--- config.mk ---
export PLATFORM = sky130hd
export DESIGN_NAME = micro_core_param
export DESIGN_NICKNAME = d
export VERILOG_FILES = /design/src/rtl/micro_core_param.sv
export SDC_FILE = /design/constraint.sdc
export NUM_CORES = 1
export LEC_CHECK = 0
export BUFFER_PORTS_ARGS = -buffer_cell sky130_fd_sc_hd__buf_2
export CORE_MARGIN = 2
export CORE_UTILIZATION = 60
export CTS_CLUSTER_DIAMETER = 40
export DETAILED_ROUTE_END_ITERATION = 8
export MAX_ROUTING_LAYER = met4
export PLACE_DENSITY = 0.78
export SYNTH_ARGS = -nofsm -noshare
export SYNTH_HDL_FRONTEND = slang
export SYNTH_SLANG_ARGS = --single-unit
--- constraint.sdc ---
create_clock -name clk -period 3.56 [get_ports clk]
set_clock_uncertainty 0.1 [all_clocks]
set_input_delay 0.712 -clock clk [delete_from_list [all_inputs] [get_ports clk]]
set_output_delay 0.712 -clock clk [all_outputs]
set_load 0.005 [all_outputs]
--- src/rtl/micro_core_param.sv ---
// micro_core_param
// Single-clock accumulator micro-core. A small program memory is loaded
// through a write port while the core is halted; a FETCH/EXEC state machine
// then runs the program, one state change per step tick. The step tick is a
// clock enable produced by an internal divider, so every register runs on clk.
//
// Ports
//   clk         system clock
//   iReset      synchronous active-high reset
//   iRun        pulse; starts execution at PC=0 when halted
//   iProgWe     program write strobe (honoured only while halted)
//   iProgAddr   program write address
//   iProgData   instruction {opcode[3:0], operand[DATA_W-1:0]}
//   iInputData  external input port, read by LDIN
//   oContador   current program counter
//   oData       output register, written by OUT
//   oLED        OR-reduction of oData
//   oFlags      {V,N,C,Z}
//   oHalted     1 while the core is idle
//   oStep       one-clk pulse per step tick
module micro_core_param #(
  parameter  int DATA_W     = 4,
  parameter  int PROG_DEPTH = 16,
  parameter  int DIV        = 1,
  localparam int PC_W       = $clog2(PROG_DEPTH),
  localparam int INSTR_W    = 4 + DATA_W
) (
  input  logic               clk,
  input  logic               iReset,
  input  logic               iRun,
  input  logic               iProgWe,
  input  logic [PC_W-1:0]    iProgAddr,
  input  logic [INSTR_W-1:0] iProgData,
  input  logic [DATA_W-1:0]  iInputData,
  output logic [PC_W-1:0]    oContador,
  output logic [DATA_W-1:0]  oData,
  output logic               oLED,
  output logic [3:0]         oFlags,
  output logic               oHalted,
  output logic               oStep
);

  typedef enum logic [1:0] {
    IDLE  = 2'd0,
    FETCH = 2'd1,
    EXEC  = 2'd2
  } state_t;

  typedef enum logic [3:0] {
    OP_NOP  = 4'h0, OP_LDI  = 4'h1, OP_LDIN = 4'h2, OP_ADD  = 4'h3,
    OP_SUB  = 4'h4, OP_AND  = 4'h5, OP_OR   = 4'h6, OP_XOR  = 4'h7,
    OP_NOT  = 4'h8, OP_SHL  = 4'h9, OP_SHR  = 4'hA, OP_JMP  = 4'hB,
    OP_JZ   = 4'hC, OP_JC   = 4'hD, OP_OUT  = 4'hE, OP_HALT = 4'hF
  } opcode_t;

  // A one-bit counter is kept even for DIV=1 so the divider logic has a
  // single shape; with DIV=1 it simply wraps every cycle.
  localparam int              DIV_W    = (DIV > 1) ? $clog2(DIV) : 1;
  localparam logic [DIV_W-1:0] DIV_LAST = DIV_W'(DIV - 1);

  logic [INSTR_W-1:0] mem [PROG_DEPTH];

  state_t              state_q, state_d;
  logic [DIV_W-1:0]    divCnt_q;
  logic                step_q;
  logic [PC_W-1:0]     pc_q, pc_d;
  logic [DATA_W-1:0]   acc_q, acc_d;
  logic [INSTR_W-1:0]  ir_q;
  logic [3:0]          flags_q, flags_d;
  logic [DATA_W-1:0]   data_q;

  opcode_t             opcode;
  logic [DATA_W-1:0]   operand;
  logic [DATA_W:0]     sum;
  logic [DATA_W:0]     diff;
  logic [DATA_W-1:0]   res;
  logic                carryNew;
  logic                ovfNew;
  logic                updZN;
  logic                updCV;
  logic                jumpTaken;

  assign opcode  = opcode_t'(ir_q[INSTR_W-1 -: 4]);
  assign operand = ir_q[DATA_W-1:0];

  // Step tick generator. The pulse is registered so it appears one cycle
  // after the counter reaches its last value, which keeps it low during the
  // reset cycle and high on every following cycle when DIV=1.
  always_ff @(posedge clk) begin
    if (iReset) begin
      divCnt_q <= '0;
      step_q   <= 1'b0;
    end else if (divCnt_q == DIV_LAST) begin
      divCnt_q <= '0;
      step_q   <= 1'b1;
    end else begin
      divCnt_q <= divCnt_q + DIV_W'(1);
      step_q   <= 1'b0;
    end
  end

  // Program memory. It has no reset so a program survives a core reset;
  // writes are accepted only while idle so a running program cannot be
  // modified underneath itself.
  always_ff @(posedge clk) begin
    if (iProgWe && (state_q == IDLE)) begin
      mem[iProgAddr] <= iProgData;
    end
  end

  // State register.
  always_ff @(posedge clk) begin
    if (iReset) begin
      state_q <= IDLE;
    end else begin
      state_q <= state_d;
    end
  end

  // Next-state logic. Leaving IDLE reacts to iRun immediately; every other
  // transition waits for a step tick.
  always_comb begin
    state_d = state_q;
    case (state_q)
      IDLE:    if (iRun)   state_d = FETCH;
      FETCH:   if (step_q) state_d = EXEC;
      EXEC:    if (step_q) state_d = (opcode == OP_HALT) ? IDLE : FETCH;
      default: state_d = IDLE;
    endcase
  end

  // FSM outputs.
  always_comb begin
    oHalted = (state_q == IDLE);
  end

  // ALU and flag computation for the instruction held in IR. Carry and
  // overflow are taken from a one-bit-wider add/subtract; for subtraction
  // the extra bit is the borrow, set exactly when A < operand unsigned.
  always_comb begin
    sum      = {1'b0, acc_q} + {1'b0, operand};
    diff     = {1'b0, acc_q} - {1'b0, operand};
    res      = acc_q;
    carryNew = flags_q[1];
    ovfNew   = flags_q[3];
    updZN    = 1'b0;
    updCV    = 1'b0;
    case (opcode)
      OP_LDI:  begin res = operand;    updZN = 1'b1; end
      OP_LDIN: begin res = iInputData; updZN = 1'b1; end
      OP_ADD: begin
        res      = sum[DATA_W-1:0];
        carryNew = sum[DATA_W];
        ovfNew   = (acc_q[DATA_W-1] == operand[DATA_W-1]) &&
                   (res[DATA_W-1] != acc_q[DATA_W-1]);
        updZN    = 1'b1;
        updCV    = 1'b1;
      end
      OP_SUB: begin
        res      = diff[DATA_W-1:0];
        carryNew = diff[DATA_W];
        ovfNew   = (acc_q[DATA_W-1] != operand[DATA_W-1]) &&
                   (res[DATA_W-1] != acc_q[DATA_W-1]);
        updZN    = 1'b1;
        updCV    = 1'b1;
      end
      OP_AND: begin res = acc_q & operand; carryNew = 1'b0; ovfNew = 1'b0; updZN = 1'b1; updCV = 1'b1; end
      OP_OR:  begin res = acc_q | operand; carryNew = 1'b0; ovfNew = 1'b0; updZN = 1'b1; updCV = 1'b1; end
      OP_XOR: begin res = acc_q ^ operand; carryNew = 1'b0; ovfNew = 1'b0; updZN = 1'b1; updCV = 1'b1; end
      OP_NOT: begin res = ~acc_q;          carryNew = 1'b0; ovfNew = 1'b0; updZN = 1'b1; updCV = 1'b1; end
      OP_SHL: begin
        res      = {acc_q[DATA_W-2:0], 1'b0};
        carryNew = acc_q[DATA_W-1];
        ovfNew   = 1'b0;
        updZN    = 1'b1;
        updCV    = 1'b1;
      end
      OP_SHR: begin
        res      = {1'b0, acc_q[DATA_W-1:1]};
        carryNew = acc_q[0];
        ovfNew   = 1'b0;
        updZN    = 1'b1;
        updCV    = 1'b1;
      end
      default: ;
    endcase
  end

  // Next accumulator, flags and PC. Flags outside the ALU group hold, and a
  // HALT parks the PC on its own address so oContador shows where it stopped.
  always_comb begin
    acc_d     = updZN ? res : acc_q;
    flags_d   = flags_q;
    if (updZN) begin
      flags_d[0] = (res == '0);
      flags_d[2] = res[DATA_W-1];
    end
    if (updCV) begin
      flags_d[1] = carryNew;
      flags_d[3] = ovfNew;
    end
    jumpTaken = (opcode == OP_JMP) ||
                ((opcode == OP_JZ) && flags_q[0]) ||
                ((opcode == OP_JC) && flags_q[1]);
    if (jumpTaken) begin
      pc_d = PC_W'(operand);
    end else if (opcode == OP_HALT) begin
      pc_d = pc_q;
    end else begin
      pc_d = pc_q + PC_W'(1);
    end
  end

  // Architectural registers. Everything commits in a single EXEC tick, so a
  // reset arriving mid-instruction leaves nothing half-updated.
  always_ff @(posedge clk) begin
    if (iReset) begin
      pc_q    <= '0;
      acc_q   <= '0;
      ir_q    <= '0;
      flags_q <= '0;
      data_q  <= '0;
    end else begin
      case (state_q)
        IDLE: if (iRun) pc_q <= '0;
        FETCH: if (step_q) ir_q <= mem[pc_q];
        EXEC: if (step_q) begin
          acc_q   <= acc_d;
          flags_q <= flags_d;
          pc_q    <= pc_d;
          if (opcode == OP_OUT) data_q <= acc_q;
        end
        default: ;
      endcase
    end
  end

  assign oContador = pc_q;
  assign oData     = data_q;
  assign oLED      = |data_q;
  assign oFlags    = flags_q;
  assign oStep     = step_q;

endmodule
==> impl_metrics.toml <==
[global_routing]
grt_util_all_layers = 0.253
grt_first_pass_wirelength_um = 23000
first_global_vias = 4154
grt_overflow_total = 0
antenna_violations_before_repair = 0
grt_max_degree = 36

[timing]
fmax_ghz = 0.383
setup_repair_after_global_routing_missed_its_margin = "false"
finalHoldViolations = 0
final.setup.tns_ps = 0
max_slew.worst_pin.slew_ps = 945
report.final.slew_viol_count = 0
period_needed_ps = 2610
final.period_utilization = 0.734
slew_headroom = 0.367
setup_viol = 0
postLayoutSetupSlackWorst_ps = 947

[worst_hold_path]
timing.hold.worst_endpoint = "oStep"
hp-class = "reg2reg"
number_of_cells_on_the_worst_hold_path = 1
hold_path_startpoint = "divCnt_q"

[clock_network]
cts.repair_timing.setup_buffer_count = 0
clk_pin_slew_worst_paths_ps = 70
max-clock-path-buffers = 2
postCtsHoldBufs = 0
cts_max_level = 4
tritoncts = "built"
insertion_delay_ps = 420
tritoncts_num_sinks = 155
cts_buffers = 17
cts_resized = 0
cts-root-buf = "sky130_fd_sc_hd__clkbuf_16"

[drt]
drt_drc_violations_left = 0
per_cell_routed_wire_length_um = 22.4
drt.antenna.violating_nets = 0
finalWirelength_um = 14500
detailed_routing_iterations_pass_1 = 5
routed-via-count = 4112
vias_per_cell = 6.35
starting_drc_count_in_detailed_routing = 439

[cells_and_area]
drive_above_1_share = 0.186
multiInputGateArea_um2 = 2400
register_area_um2 = 4390
num_antenna_cells = 0
area_growth_syn_to_layout_pct = 13.0
layout.filler_cells = 734
fin_nets = 527

[synthesis]
synthesis.area_per_instance_um2 = 15.3
synth-seq-area-share = 0.628
mappedNetlistNets = 491
yosys.cell_count.top_type = "sky130_fd_sc_hd__edfxtp_1"
synth_warnings = 0
synth-main-ff-cell = "sky130_fd_sc_hd__edfxtp_1"
yosys.area.top_type_share = 0.550
synth-seq-cells = 155
synth_edf_count = 128
ys_types = 57
netlist_top_cells_area = "sky130_fd_sc_hd__edfxtp_1 (55%), sky130_fd_sc_hd__mux4_1 (9.8%), sky130_fd_sc_hd__dfxtp_1 (7.7%)"
synth_async_sr_flop_share = 0
synthesis.area_um2 = 6990
netlist.top_cell.by_area = "sky130_fd_sc_hd__edfxtp_1"
postSynthCellCount = 456
synth_commonest_cells = "sky130_fd_sc_hd__edfxtp_1 (128), sky130_fd_sc_hd__nor2_1 (37), sky130_fd_sc_hd__nand2_1 (35)"

[worst_setup_path]
timing.critical_path.to_type = "register"
critical_path_required_ps = 3820
critPathArrivalTime_ps = 2880
rr_startpoint = "acc_q[0]"
worst_reg2reg_path_depth = 10
critPathKind = "reg2reg"
setup.worst_path.start_class = "register"
slack_of_the_worst_reg_to_reg_path_ps = 950
worst-path-max-fanout = 7
r2r_end = "oFlags[0]"

[power_and_ir_drop]
internal_power_w = 0.00327
seq_power_share = 0.488
share_clk_of_total_power = 0.482
power-per-cell-area_nw_per_um2 = 519
switchingPower_w = 0.000821
switching_share = 0.201
combPwrFrac = 0.030
worst_ir_drop_vdd_mv = 0.444
static-leakage-power_nw = 2.66

[floorplanning]
core_region_area_um2 = 11400
die_footprint_um2 = 12500
chipHeight_um = 112
start_util = 0.614
die_w_um = 112
num_io_pins = 35
cell_rows = 39

[placed_design]
place.detailed.hpwl_um = 9510
gp_congestion = 0.906
numPortBuffers = 34
post-place-ws_ps = 980

[status]
run_status = "completed"

[run]
timing.max_cap.violations = 0
## worst max-delay path by stage
stage / start / end / slack [ps] / cells past startpoint
after floorplan: acc_q[0] / oFlags[0] / 1200 / 10
after global placement: acc_q[0] / oFlags[0] / 1010 / 10
after detailed placement: acc_q[0] / oFlags[0] / 980 / 10
after CTS: acc_q[0] / oFlags[0] / 960 / 10
after global routing: acc_q[0] / oFlags[0] / 770 / 10
final: acc_q[0] / oFlags[0] / 950 / 10
## cell families after synthesis
group,after synthesis,synth area share
adder cells (fa/ha/maj),15,0.0290
buffers and inverters,38,0.0285
XOR/XNOR,4,0.00502
AND/OR/NAND/NOR,125,0.0874
flip-flops,155,0.628
AO/OA/AOI/OAI,66,0.0613
other,1,0.000537
multiplexers,52,0.161
## cell type report
class,count,area share
sequential,155,0.556
multi-input combinational,263,0.304
clock buffer,17,0.0539
timing repair buffer,42,0.0292
clock inverter,15,0.0278
tap,143,0.0227
inverter,13,0.00618
## per-layer routing
layer	global-route usage	up-vias	wire (um)
met3	0.0642	33	890
met2	0.402	181	7240
met1	0.323	2033	6010
met5	-	-	0
li1	-	1865	-
met4	0.0881	0	397
## placed cells by master (no fill, tap or decap), types with 5 or more instances in the layout
master                      synthesis  layout
sky130_fd_sc_hd__nand2_1           35      35
sky130_fd_sc_hd__nor3_1             9       9
sky130_fd_sc_hd__bufinv_16          0       5
sky130_fd_sc_hd__nand2b_1           6       6
sky130_fd_sc_hd__ha_1              13      13
sky130_fd_sc_hd__o22ai_1            5       5
sky130_fd_sc_hd__o21ai_0            5       5
sky130_fd_sc_hd__nand3_1            6       6
sky130_fd_sc_hd__mux4_2            14      14
sky130_fd_sc_hd__nor2_1            37      37
sky130_fd_sc_hd__buf_4              1       8
sky130_fd_sc_hd__inv_1             13      13
sky130_fd_sc_hd__a211oi_1           5       5
sky130_fd_sc_hd__nor2b_1            9       9
sky130_fd_sc_hd__dfxtp_1           27      26
sky130_fd_sc_hd__a21oi_1           26      26
sky130_fd_sc_hd__mux4_1            26      26
sky130_fd_sc_hd__buf_2              9      34
sky130_fd_sc_hd__edfxtp_1         128     128
sky130_fd_sc_hd__mux2i_1            9       9
sky130_fd_sc_hd__clkbuf_16          0      17
## state kept, by name (all words and copies together) (netlist names)
signal and flops:
acc_q 4, divCnt_q 1, ir_q 8, mem 128, oContador 4, oData 4
oFlags 3, oStep 1, state_q 2
## power groups by stage
| stage | logic [W] | clock network [W] | registers (W) |
|---|---|---|---|
| floorplan | 0.0000727 | 0 | 0.00203 |
| global placement | 0.000116 | 0 | 0.00204 |
| detailed placement | 0.000121 | 0 | 0.00204 |
| CTS | 0.000123 | 0.00199 | 0.00200 |
| global route | 0.000135 | 0.00207 | 0.00200 |
| finish | 0.000123 | 0.00197 | 0.00200 |
## worst max-delay path, cell delays in order, from the launching register on
cell                      delay, ps
sky130_fd_sc_hd__dfxtp_1        460
sky130_fd_sc_hd__inv_1          100
sky130_fd_sc_hd__ha_1           220
sky130_fd_sc_hd__inv_1           70
sky130_fd_sc_hd__fa_1           390
sky130_fd_sc_hd__nor2b_1        140
sky130_fd_sc_hd__a32oi_1        190
sky130_fd_sc_hd__o22ai_1         90
sky130_fd_sc_hd__or3_1          420
sky130_fd_sc_hd__nor3b_1        200
sky130_fd_sc_hd__a41o_1         180
## through the flow
| stage | cell area (um^2) | utilization | total power [W] | cells | hold slack, ps |
|---|---|---|---|---|---|
| 2_1_floorplan | 6990 | - | 0.00210 | 456 | 268 |
| 6_report | 7890 | 0.694 | 0.00409 | 648 | 287 |
| 4_1_cts | 7890 | 0.694 | 0.00411 | 648 | 294 |
| 3_5_place_dp | 7250 | 0.637 | 0.00216 | 616 | 286 |
| 5_1_grt | 7890 | 0.694 | 0.00420 | 648 | 303 |
| 3_3_place_gp | 7250 | 0.637 | 0.00215 | 616 | 278 |
(Power assumes the default switching activity.)
